<file path="config.mk">
export PLATFORM = sky130hd
export DESIGN_NAME = vscale_pc_gen
export DESIGN_NICKNAME = d
export VERILOG_FILES = /design/src/rtl/vscale_pc_gen.sv
export SDC_FILE = /design/constraint.sdc
export NUM_CORES = 1
export LEC_CHECK = 0
export BUFFER_PORTS_ARGS = -buffer_cell sky130_fd_sc_hd__buf_2
export CAP_MARGIN = 10
export CORE_UTILIZATION = 53
export DETAILED_ROUTE_END_ITERATION = 16
export GPL_TIMING_DRIVEN = 0
export PLACE_DENSITY = 0.82
export SYNTH_ARGS = -nofsm -noshare
export SYNTH_HDL_FRONTEND = slang
export SYNTH_SLANG_ARGS = --single-unit
</file>
<file path="constraint.sdc">
create_clock -name clk -period 4.7 [get_ports clk]
set_input_delay 0.94 -clock clk [delete_from_list [all_inputs] [get_ports clk]]
set_output_delay 0.94 -clock clk [all_outputs]
set_load 0.03 [all_outputs]
</file>
<file path="src/rtl/vscale_pc_gen.sv">
// Next-PC generation for the vscale fetch stage: owns PC_IF/PC_DX and replays stalled redirects.
// Optional VSCALE_PC_MISALIGN_EN: suppress BRANCH/JAL/REG targets with bit1 set and flag them.
module vscale_pc_gen #(
  parameter int              XLEN         = 32,
  parameter int              SEL_W        = 3,
  parameter logic [XLEN-1:0] RESET_VECTOR = 32'h200
) (
  input  logic             clk,
  input  logic             reset,
  input  logic [SEL_W-1:0] PC_src_sel,
  input  logic [31:0]      inst_DX,
  input  logic [XLEN-1:0]  alu_out,
  input  logic [XLEN-1:0]  rs1_data,
  input  logic [XLEN-1:0]  handler_PC,
  input  logic             stall_IF,
  input  logic             stall_DX,
  output logic [XLEN-1:0]  PC_PIF,
  output logic [XLEN-1:0]  PC_IF,
  output logic [XLEN-1:0]  PC_DX,
  output logic             redirect_pending
`ifdef VSCALE_PC_MISALIGN_EN
  ,
  output logic             target_misaligned
`endif
);

  localparam logic [SEL_W-1:0] SEL_BRANCH  = SEL_W'(1);
  localparam logic [SEL_W-1:0] SEL_REG     = SEL_W'(2);
  localparam logic [SEL_W-1:0] SEL_JAL     = SEL_W'(3);
  localparam logic [SEL_W-1:0] SEL_REPLAY  = SEL_W'(4);
  localparam logic [SEL_W-1:0] SEL_HANDLER = SEL_W'(5);
  localparam logic [XLEN-1:0]  FOUR        = {{(XLEN-3){1'b0}}, 3'd4};

  logic [12:0]     imm_b_raw_s;
  logic [XLEN-1:0] imm_b_s;
  logic [XLEN-1:0] branch_target_s;
  logic [XLEN-1:0] reg_target_s;
  logic [XLEN-1:0] plus4_s;
  logic            is_handler_s;
  logic            redirect_valid_s;
  logic [XLEN-1:0] redirect_target_s;
  logic            pending_valid_r;
  logic [XLEN-1:0] pending_target_r;
  logic            unused_s;
`ifdef VSCALE_PC_MISALIGN_EN
  logic            misaligned_s;
  logic            target_misaligned_r;
`endif

  assign imm_b_raw_s     = {inst_DX[31], inst_DX[7], inst_DX[30:25], inst_DX[11:8], 1'b0};
  assign imm_b_s         = {{(XLEN-13){imm_b_raw_s[12]}}, imm_b_raw_s};
  assign branch_target_s = PC_DX + imm_b_s;
  assign reg_target_s    = {rs1_data[XLEN-1:1], 1'b0};
  assign plus4_s         = PC_IF + FOUR;
  assign is_handler_s    = (PC_src_sel == SEL_HANDLER);
  assign unused_s        = ^{inst_DX[24:12], inst_DX[6:0], rs1_data[0]};

  // Decode the requested redirect and its target; misaligned targets are dropped when checking is on
  always_comb begin
    redirect_valid_s  = 1'b0;
    redirect_target_s = {XLEN{1'b0}};
    case (PC_src_sel)
      SEL_BRANCH: begin
        redirect_valid_s  = 1'b1;
        redirect_target_s = branch_target_s;
      end
      SEL_REG: begin
        redirect_valid_s  = 1'b1;
        redirect_target_s = reg_target_s;
      end
      SEL_JAL: begin
        redirect_valid_s  = 1'b1;
        redirect_target_s = alu_out;
      end
      SEL_HANDLER: begin
        redirect_valid_s  = 1'b1;
        redirect_target_s = handler_PC;
      end
      default: begin
        redirect_valid_s  = 1'b0;
        redirect_target_s = {XLEN{1'b0}};
      end
    endcase
`ifdef VSCALE_PC_MISALIGN_EN
    misaligned_s = 1'b0;
    if (redirect_valid_s && !is_handler_s && redirect_target_s[1]) begin
      misaligned_s     = 1'b1;
      redirect_valid_s = 1'b0;
    end else begin
      misaligned_s = 1'b0;
    end
`endif
  end

  // Next fetch address; a handler wins even over a latched redirect
  always_comb begin
    PC_PIF = plus4_s;
    if (reset) begin
      PC_PIF = RESET_VECTOR;
    end else if (is_handler_s) begin
      PC_PIF = handler_PC;
    end else if (pending_valid_r) begin
      PC_PIF = pending_target_r;
    end else if (redirect_valid_s) begin
      PC_PIF = redirect_target_s;
    end else if ((PC_src_sel == SEL_REPLAY) || stall_IF) begin
      PC_PIF = PC_IF;
    end else begin
      PC_PIF = plus4_s;
    end
  end

  // PC pipeline registers
  always_ff @(posedge clk) begin
    if (reset) begin
      PC_IF <= RESET_VECTOR - FOUR;
      PC_DX <= {XLEN{1'b0}};
    end else begin
      if (!stall_IF) begin
        PC_IF <= PC_PIF;
      end
      if (!stall_DX) begin
        PC_DX <= PC_IF;
      end
    end
  end

  // Redirects seen while fetch is stalled are held until fetch can take them
  always_ff @(posedge clk) begin
    if (reset) begin
      pending_valid_r  <= 1'b0;
      pending_target_r <= {XLEN{1'b0}};
    end else if (!stall_IF) begin
      pending_valid_r <= 1'b0;
    end else if (redirect_valid_s) begin
      pending_valid_r  <= 1'b1;
      pending_target_r <= redirect_target_s;
    end
  end

  assign redirect_pending = pending_valid_r;

`ifdef VSCALE_PC_MISALIGN_EN
  // One-cycle flag for a suppressed misaligned redirect
  always_ff @(posedge clk) begin
    if (reset) begin
      target_misaligned_r <= 1'b0;
    end else begin
      target_misaligned_r <= misaligned_s;
    end
  end

  assign target_misaligned = target_misaligned_r;
`endif

endmodule

</file>
## Word-level counts from Yosys, hierarchy flattened

Cells that the tools add are included.

- Register bits: 97
- Input port bits: 135
- Output and inout bits: 97
- Logic and storage cells: 23

- Add/subtract/negate cells: 2
- Eq/ne operators: 5
- Muxes and demuxes: 7
- Bitwise logic cells: 1
- Reduce and logical (&&, ||, !) cells: 4

Operators by type and width:

| operator | count |
|---|---|
| 32-bit two-way mux | 5 |
| 32-bit case mux with 4 select lines | 1 |
| 32-bit by 3-bit adder with 32-bit output, second input constant | 1 |
| 32-bit adder | 1 |
| 3-bit by 2-bit equality test with 1-bit output, second input constant | 2 |
| 3-bit equality test, second input constant | 2 |
| 4-bit OR reduction | 1 |
| 3-bit by 1-bit equality test with 1-bit output, second input constant | 1 |
| 2-bit AND reduction | 1 |
| 2-bit OR reduction | 1 |
| 1-bit logical OR | 1 |
| 1-bit two-way mux | 1 |
| 1-bit inverter | 1 |

## Longest topological paths before layout

- Depth in word-level cells: 7
- Gate-level depth with buffers: 11
- Depth with buffers taken out: 11

## Worst setup path after synthesis

OpenSTA, ideal clock, no wires.

- Kind: input -> output
- Start point: input inst_DX[8]
- End point: output PC_PIF[27]
- Arrival time: 3463 ps
- Required time: 3760 ps
- Setup slack: 297 ps
- Stages: 11
- Buffers on the path: 0
- Cells stage by stage: ha_1 fa_1 a211oi_1 o21ai_0 a21o_1 o211ai_1 a21oi_1 o21ai_0 a31oi_1 a31o_1 nor2_1

- Longest elaborated chain between the ends: 6

Ends and longest elaborated chain:

| element | line | source |
|---|---|---|
| start, declared | 11 | `input logic [31:0] inst_DX,` |
| 32-bit adder | 52 | `assign branch_target_s = PC_DX + imm_b_s;` |
| 32-bit case mux with 4 select lines | 62 | `case (PC_src_sel)` |
| 32-bit two-way mux | 104 | `end else if (redirect_valid_s) begin` |
| 32-bit two-way mux | 102 | `end else if (pending_valid_r) begin` |
| 32-bit two-way mux | 100 | `end else if (is_handler_s) begin` |
| 32-bit two-way mux | 98 | `if (reset) begin` |
| end, declared | 17 | `output logic [XLEN-1:0] PC_PIF,` |

No other way between the ends.

## Worst setup path in the final report

- Start point: input PC_src_sel[1]
- End point: output PC_PIF[28]

- Longest elaborated chain between the ends: 7
- Elaborated cells on any way between the ends: 14
- Those cells by class: eq/ne: 5; mux: 7; reduce/logical: 2

Ends and longest elaborated chain:

| element | line | source |
|---|---|---|
| start, declared | 10 | `input logic [SEL_W-1:0] PC_src_sel,` |
| 3-bit equality test (tied with other cells) | 55, 62 |  |
| 4-bit OR reduction (no line) or 1-bit logical OR (tied branches) | - |  |
| 1-bit two-way mux or 32-bit two-way mux (tied branches) | 62, 106 |  |
| 32-bit two-way mux | 104 |  |
| 32-bit two-way mux | 102 |  |
| 32-bit two-way mux (*) | 100 |  |
| 32-bit two-way mux (*) | 98 |  |

Every way passes the cells marked *; elsewhere a longest branch is shown, timed or not.

==> run_results.csv <==
group,metric,value,unit
sta,timing.fmax,211,MHz
synth,ys.flop_type,"dfxtp_1",
power,power_leakage,4.23,nW
worst_setup_path,critPathKind,"in -> out",
power,power,2.86,mW
cells_and_area,syn2layout_area_growth,25.4,%
grt,antenna_found_initial,0,
worst_setup_path,path_max_fanout,10,
die,start_util,54.5,%
routing,viasPerCell,6.84,
power,p_switching,1.11,mW
synth,ys_top_cells_by_area,"dfxtp_1, nor2_1, a21oi_1",
placement,dpl_worst_slack,-724,ps
routing,via_count,9725,
sta,slew_headroom,38.4,%
cells_and_area,layout-drive-gt1-share,25.4,%
synth,synthXorXnorAreaFrac,5.08,%
die,core_area,0.0139,mm2
synth,netlist_instances,1007,
power,power_frac_seq,33.5,%
hold_path,hold_start,"pending_target_r[0]",
sta,skew,10.5,ps
cells_and_area,utilization,68.3,%
worst_setup_path,r2r-end,"PC_IF[7]",
cells_and_area,layout_common_cells,"buf_2, nor2_1, dfxtp_1, a21oi_1, nand2_1",
synth,yosys_register_bits,97,
synth,synth_area_per_cell,7.54,um2
grt,grt_overflow_total,0,
sta,hold_violations,0,
worst_setup_path,arrival,3790,ps
clocking,cts_buffer_depth,2,
power,p_int,1.75,mW
grt,grtUsageTotal,44.8,%
worst_setup_path,cp.required,3760,ps
sta,final_max_slew_viol_count,0,
clocking,clockRootBuffer,"clkbuf_16",
sta,holdWs,453,ps
power,ir_worst_vdd,0.000226,V
grt,grt_pass1_vias,8547,
synth,yosysTopAreaCell,"dfxtp_1",
hold_path,hp-class,"reg -> reg",
sta,period_needed,4730,ps
grt,grt_max_degree,21,
clocking,cts_buffers,9,
cells_and_area,fin_cells,1422,
flow_run,timing.max_cap.violations,0,
clocking,clkTransAtPathRegs,70,ps
sta,tns,-50.5,ps
grt,grt_pass1_wl,48800,um
clocking,tritoncts,"yes",
placement,place.gp.congestion,1.04,
routing,avgRoutedWirePerCell,23.6,um
hold_path,holdPathEnd,"pending_target_r[0]",
synth,ys_warn_count,0,
synth,syn_area,0.00759,mm2
synth,yosys.cell_types.count,74,
cells_and_area,final_common_cell,"buf_2",
status,status,"finished, violations left",
sta,report.final.setup_viol,2,
synth,yosysSeqAreaShare,25.6,%
die,placement_rows,43,
die,die_w,122,um
synth,synthAdderAreaFrac,5.37,%
worst_setup_path,reg2regPathDepth,11,
status,violations,"setup timing",
hold_path,min_path_cells,2,
die,io-pin-count,232,
routing,first_pass_iters,9,
cells_and_area,antenna_cells,0,
cells_and_area,layout.nets,1405,
routing,drtAntennaViolNets,0,
synth,synth_top_family_by_area,"compound AO/OA/AOI/OAI gates",
cells_and_area,fillers,1239,
clocking,clk_latency,370,ps
sta,worstMarginPinSlew,925,ps
routing,routed_wl,33600,um
synth,synth.top_cell.area_share,25.6,%
synth,synth_compound_area_share,30.8,%
clocking,cts.sinks,97,
sta,rsz0062_at_grt,"yes",
synth,synth_nets,1174,
routing,drc_errors,0,
synth,synth-edff-count,0,
sta,fin_ws,-30.9,ps
sta,fin_crit_sh,101,%
placement,port_buffers,206,
clocking,htreeDepth,3,
worst_setup_path,rrSetupSlack,1490,ps
synth,yosys.area_share.simple,22.8,%
placement,place_inst,1393,
placement,dpl_cell_area,0.00885,mm2
cells_and_area,final_cell_area,0.00952,mm2
power,comb_power_share,35.9,%
worst_setup_path,end_kind,"output port",
die,dieHeight,122,um
synth,synth-async-reset-ratio,0,%
worst_setup_path,timing.rr.start,"PC_DX[1]",
synth,synth_mux_area_share,5.41,%
clocking,hold_buffers,0,
power,p_sw_share,38.8,%
power,clockPowerShare,30.5,%
routing,drt_iter0_drc,1645,
die,die-area,0.0148,mm2
worst_setup_path,start_kind,"input pin",
power,p_per_area,301,mW/mm2
placement,hpwl,24500,um
==> worst max-delay path by stage <==
stage,startpoint,endpoint,slack (ps),depth (start not counted)
after global routing,PC_src_sel[1],PC_PIF[28],-60,12
after CTS,inst_DX[8],PC_PIF[27],-20,13
after global placement,inst_DX[8],PC_PIF[31],-680,13
after detailed placement,inst_DX[8],PC_PIF[31],-720,13
after floorplan,inst_DX[8],PC_PIF[27],300,11
final,PC_src_sel[1],PC_PIF[28],-30,12
==> synth_stat cells (all sizes together) (3+ instances only) <==
library cell    n
o21bai          6
a21o           15
and2            5
ha             31
nand2          63
a211o           3
a221oi          4
a211oi         45
a2111oi         3
a21oi          84
nand4          17
nor3b           5
a311oi         11
buf            27
nor2          151
inv             7
nand3          30
or3            12
nor4            7
xnor2          25
and3           11
nand2b         10
or2             5
a22oi          15
o21ai          63
o22ai           4
mux2i          41
clkbuf         54
dfxtp          97
o21a            5
nor2b           7
a22o           34
a31oi           8
a222oi          6
nor3           26
xor2           19
o211ai         16
==> cell type report <==
type,instances,area [um2],area share [%]
plain buffers,81,372,3.90
clock buffers,9,225,2.37
clock inverters,6,108,1.13
inverters,8,30.0,0.315
multi-input cells,821,5460,57.4
flip-flops and latches,97,1940,20.4
well taps,180,225,2.37
repair buffers,220,1160,12.1
==> kinds of logic after synthesis <==
family | after synthesis
buf+inv | 89
xor+xnor | 44
flops | 97
simple gates | 361
fa+ha+maj | 32
mux | 41
compound gates | 343
==> registers in the layout, indices dropped and copies added, names as in the netlist <==
signal	count
PC_DX	32
PC_IF	32
pending_target_r	32
redirect_pending	1
==> power by group through the flow <==
stage / Clock (mW) / Sequential (mW) / Combinational, mW
2_1_floorplan: 0 / 1.03 / 0.564
3_3_place_gp: 0 / 0.971 / 0.933
3_5_place_dp: 0 / 0.974 / 0.941
4_1_cts: 0.862 / 0.955 / 0.965
5_1_grt: 0.900 / 0.965 / 1.08
6_report: 0.874 / 0.960 / 1.03
==> per-layer routing <==
| layer | part of all wire (%) | GRT usage (%) | up-vias |
|---|---|---|---|
| met5 | 0 | 0 | - |
| met4 | 6.1 | 25.2 | 0 |
| met3 | 15 | 14.4 | 185 |
| met2 | 42 | 65.5 | 845 |
| met1 | 37 | 57.7 | 4480 |
| li1 | - | - | 4215 |
==> worst max-delay path, cell delays in order <==
cell       delay [ps]
buf_2             130
clkbuf_1          370
nand2b_1          410
nor3_1            170
a21oi_1           170
a2bb2oi_2         260
or3b_2            470
o211ai_1          290
a21oi_1           170
a21oi_2           160
nor2_1             50
buf_2             190
==> timing repair <==
item                       CTS  global route
pin swaps                   12            21
resized for setup           31            46
setup endpoints to repair   20            25
setup buffers                6             8
No activity file was read; power rests on OpenSTA's default activity.
